**src/rtl/pppc_step_ctrl.sv**
```systemverilog
// Step/flip sequencer for the ping-pong counter: config latch,
// run/pause FSM, prescaled or single-step enable pulses.
module pppc_step_ctrl #(
  parameter int unsigned DIV = 25000000,
  parameter int unsigned CW  = 25
) (
  input  logic       clk,
  input  logic       rst_n,
  input  logic [3:0] cfg_max_i,
  input  logic [3:0] cfg_min_i,
  input  logic       cfg_load_i,
  input  logic       run_btn_i,
  input  logic       step_req_i,
  input  logic       flip_req_i,
  output logic       cnt_rst_o,
  output logic       cnt_enable_o,
  output logic       cnt_flip_o,
  output logic [3:0] cnt_max_o,
  output logic [3:0] cnt_min_o,
  output logic [1:0] state_o,
  output logic       cfg_err_o,
  output logic       flip_pending_o
);

  typedef enum logic [1:0] {
    IDLE  = 2'd0,
    LOAD  = 2'd1,
    RUN   = 2'd2,
    PAUSE = 2'd3
  } state_e;

  state_e        state_q, state_d;
  logic [CW-1:0] ps_q, ps_d;
  logic          en_q, en_d;
  logic          flip_q, flip_d;
  logic          pend_q, pend_d;
  logic          rst_q, rst_d;
  logic          err_q, err_d;
  logic [3:0]    max_q, max_d;
  logic [3:0]    min_q, min_d;

  logic cfg_ok;
  logic run_ev;
  logic step_ev;
  logic flip_ev;
  logic tc;

  always_comb begin
    cfg_ok  = cfg_load_i && (cfg_max_i > cfg_min_i);
    run_ev  = run_btn_i && !cfg_load_i;
    step_ev = step_req_i && !cfg_load_i;
    flip_ev = flip_req_i && !cfg_load_i &&
              (state_q == RUN || state_q == PAUSE);
    tc      = (ps_q == CW'(DIV - 1));

    state_d = state_q;
    en_d    = 1'b0;
    flip_d  = 1'b0;
    pend_d  = pend_q;
    err_d   = err_q;
    max_d   = max_q;
    min_d   = min_q;

    unique case (state_q)
      IDLE: ;
      LOAD: state_d = PAUSE;
      RUN: begin
        en_d = tc;
        if (run_ev) state_d = PAUSE;
      end
      PAUSE: begin
        // a step right after a RUN exit pulse would give back-to-back enables
        en_d = step_ev && !en_q;
        if (run_ev) state_d = RUN;
      end
      default: ;
    endcase

    if (en_d) begin
      flip_d = pend_q | flip_ev;
      pend_d = 1'b0;
    end else begin
      pend_d = pend_q | flip_ev;
    end
    if (state_q == LOAD) pend_d = 1'b0;

    if (cfg_ok) begin
      state_d = LOAD;
      max_d   = cfg_max_i;
      min_d   = cfg_min_i;
      err_d   = 1'b0;
      en_d    = 1'b0;
      flip_d  = 1'b0;
      pend_d  = 1'b0;
    end else if (cfg_load_i) begin
      err_d = 1'b1;
    end

    if (state_q == RUN && state_d == RUN)
      ps_d = tc ? '0 : ps_q + CW'(1);
    else
      ps_d = '0;

    rst_d = (state_d == IDLE) || (state_d == LOAD);
  end

  always_ff @(posedge clk) begin
    if (!rst_n) begin
      state_q <= IDLE;
      ps_q    <= '0;
      en_q    <= 1'b0;
      flip_q  <= 1'b0;
      pend_q  <= 1'b0;
      rst_q   <= 1'b1;
      err_q   <= 1'b0;
      max_q   <= 4'd0;
      min_q   <= 4'd0;
    end else begin
      state_q <= state_d;
      ps_q    <= ps_d;
      en_q    <= en_d;
      flip_q  <= flip_d;
      pend_q  <= pend_d;
      rst_q   <= rst_d;
      err_q   <= err_d;
      max_q   <= max_d;
      min_q   <= min_d;
    end
  end

  assign cnt_rst_o      = rst_q;
  assign cnt_enable_o   = en_q;
  assign cnt_flip_o     = flip_q;
  assign cnt_max_o      = max_q;
  assign cnt_min_o      = min_q;
  assign state_o        = state_q;
  assign cfg_err_o      = err_q;
  assign flip_pending_o = pend_q;

endmodule
```
**config.mk**
```make
export PLATFORM = sky130hd
export DESIGN_NAME = pppc_step_ctrl
export DESIGN_NICKNAME = d
export VERILOG_FILES = /design/src/rtl/pppc_step_ctrl.sv
export SDC_FILE = /design/constraint.sdc
export NUM_CORES = 1
export LEC_CHECK = 0
export BUFFER_PORTS_ARGS = -buffer_cell sky130_fd_sc_hd__buf_2
export CAP_MARGIN = 20
export CORE_AREA = 5 5 52 99
export CTS_CLUSTER_DIAMETER = 80
export DETAILED_ROUTE_END_ITERATION = 16
export DIE_AREA = 0 0 57 104
export GPL_TIMING_DRIVEN = 0
export HOLD_SLACK_MARGIN = 0.03
export SLEW_MARGIN = 10
export SYNTH_ARGS = -nofsm -noshare
export SYNTH_HDL_FRONTEND = slang
export SYNTH_SLANG_ARGS = --single-unit
export TNS_END_PERCENT = 50
```
**constraint.sdc**
```tcl
create_clock -name clk -period 1.9 [get_ports clk]
set_input_delay 0.095 -clock clk [delete_from_list [all_inputs] [get_ports clk]]
set_output_delay 0.095 -clock clk [all_outputs]
set_load 0.1 [all_outputs]
```
==> flow_summary.ini <==
[detailed_routing]
dr.pass1.iters = 3
first_iter_violations = 26
detail_route.wl_per_cell_um = 13.15
drc = 0
postRouteAntennaNets = 0
via_per_inst = 5.028
wirelength_mm = 3.775
vias = 1443

[cells_and_area]
nNetsFinal = 252
fillers = 467
instances_no_fill = 287
syn2layout_area_growth_pct = 18.07
drive_gt1_frac = 0.2532
multi_input_area_um2 = 970.9
final_cell_area_um2 = 2158
layout_commonest_cell = dfxtp_1
ff_latch_area_um2 = 807.0
insertedDiodeCount = 0
final_cell_mix = dfxtp_1 (37), nor2_1 (30), buf_2 (29)

[clock_tree]
clkSinkCount = 40
cts_setup_buffers = 0
cts_max_level = 2
path_clk_slew_ns = 0.08
root_buffer = clkbuf_8
cts_hold_buf = 0
clockBufferDepth = 2
cts_inserted_buffers = 5
cts_tree = yes
clk_latency_ns = 0.29

[placement]
placed_area_um2 = 2037
globalplace.congestion = 0.7405
hpwl_mm = 2.918
dpl.cell_count = 280
io_buffers = 28

[sta]
tns_ns = 0
period_minus_slack_ns = 1.797
slew_violations = 0
timing.slew.headroom = 0.6713
tightest_slew_ns = 0.4965
period_share = 0.9460
skew_ns = 0.005393
setup_viol = 0
fmax_mhz = 556.4
hold_violations = 0
rsz0062_at_grt = false

[worst_setup_path]
cp_slowest_cell = or3_4
start_kind = flip-flop
crit_type = flip-flop to flip-flop
worst_ep_required_time_ns = 2.13
worstPathMaxFanout = 10
critical_path_buf_inv_count = 3
cp_top_family = simple AND/OR/NAND/NOR gates
cp_cell_sequence = ha_4 > and4_1 > buf_6 > nand4_2 > o31ai_2 > or3_4 > buf_6 > buf_8 > nor2_1
slowest_delay_ns = 0.37
end_kind = flip-flop
cp.arrival_ns = 2.03
crit_top_cell = buf_6

[yosys]
yosys.area_share.simple = 0.2888
async_reset_ff_frac = 0
ys_warn_count = 0
syn_area_um2 = 1828
synth_compound_area_frac = 0.03012
syn_avg_cell_area_um2 = 9.232
yosysUniqueCellTypes = 37
synth_top_family_by_area = simple AND/OR/NAND/NOR gates
synth_mux_area_frac = 0.04381
syn_inst = 198
synth_edf_count = 0
ys_ff_latch = 40
ys_seq_area_frac = 0.4381
synth_xor_area_frac = 0.1150
synthAdderAreaFrac = 0.03422
syn-num-nets = 217
synthFlopType = dfxtp_1

[worst_hold_path]
hold_class = primary input to flip-flop

[grt]
grt_pass1_wl_mm = 6.555
grtUsageTotal = 0.1380
grt_antenna_before_repair = 0
grt_pass1_vias = 1458
grt_max_degree = 13
grt_overflow = 0

[floorplanning]
initial_core_util = 0.4213
die_h_um = 104
die_w_um = 57
core_area_um2 = 4339
dieArea_um2 = 5928
row_count = 34
ioPinCount = 29

[power]
powerDensity_nw_per_um2 = 780.5
power_uw = 1685
peakVddDrop_v = 0.0006070
p_leak_uw = 0.0007741

[flow_run]
max-cap-violations = 0

[status]
status = complete, no violations
-- state kept, by name, summed over array words and instances, names as in the netlist --
signal          count
ps_q               25
cnt_max_o           4
cnt_min_o           4
state_o             2
cfg_err_o           1
cnt_enable_o        1
cnt_flip_o          1
cnt_rst_o           1
flip_pending_o      1
-- routing by layer --
layer | wire (um) | global-route usage | vias to the layer above | share of wire
met4 | 85 | 0.06633 | 0 | 0.023
met1 | 1421 | 0.1337 | 661 | 0.38
met2 | 2068 | 0.2610 | 27 | 0.55
li1 | - | - | 750 | -
met3 | 200 | 0.02981 | 5 | 0.053
met5 | 0 | 0 | - | 0
-- logic make-up after synthesis --
logic type / count (synthesis)
compound gates: 8
xor+xnor: 24
fa+ha+maj: 5
buf+inv: 14
flops: 40
mux: 8
simple gates: 99
-- worst reg2reg max path, stage by stage, from the launching register on --
cell     delay (ns)
dfxtp_4        0.36
ha_4           0.17
and4_1         0.15
buf_6          0.13
nand4_2        0.09
o31ai_2        0.06
or3_4          0.37
buf_6          0.15
buf_8          0.14
nor2_1         0.11
-- repair_timing --
action,in CTS,in global routing
resized for setup,1,11
setup endpoints to repair,18,27
pin swaps,0,2
-- final cells by class --
cell class              count  area share
plain buffers               6     0.02841
clock buffers               5     0.03188
clock inverters             2    0.005797
inverters                   8     0.01391
multi-input cells         144      0.4499
flip-flops and latches     40      0.3739
well taps                  54     0.03130
repair buffers             28     0.06493
-- worst paths after layout --
check	startpoint	endpoint	slack, ns	cells after the start
worst max register to register	ps_q[0]$_SDFF_PP0_	ps_q[11]$_SDFF_PP0_	0.10	9
worst max-delay path	ps_q[0]$_SDFF_PP0_	ps_q[11]$_SDFF_PP0_	0.10	9
worst min register to register	ps_q[0]$_SDFF_PP0_	ps_q[0]$_SDFF_PP0_	0.45	1
worst min-delay path	cfg_min_i[2]	cnt_min_o[2]$_SDFFE_PN0P_	0.08	3
-- report_power, final --
group	total [uW]	switching, uW	internal [uW]
registers	873	15.7	858
logic	274	204	70.0
clock network	537	289	249
-- metrics by stage --
step,hold slack [ns],setup slack (ns),utilization
2_1_floorplan,0.2108,0.1160,-
3_3_place_gp,0.3767,0.02175,0.4694
3_5_place_dp,0.3756,0.005982,0.4694
4_1_cts,0.07736,0.008698,0.4888
5_1_grt,0.09870,0.0009088,0.4974
6_report,0.07828,0.1027,0.4974
-- synth_stat cells, types with 2 or more instances --
cell type,count,area [um2]
a21oi_1,2,10.01
nand2_2,2,12.51
buf_6,2,22.52
mux2i_1,8,80.08
nand2_1,7,26.28
inv_1,8,30.03
ha_1,5,62.56
nand3_1,8,40.04
and4_1,4,35.03
nor3_1,6,30.03
xnor2_1,13,113.9
nand4_1,9,56.30
nor4_1,6,37.54
dfxtp_1,40,800.8
nor2_1,35,131.4
nor2b_1,9,56.30
buf_8,2,30.03
and2_1,2,12.51
or2_2,2,12.51
xor2_1,11,96.34
Power figures use the tool's default switching activity.
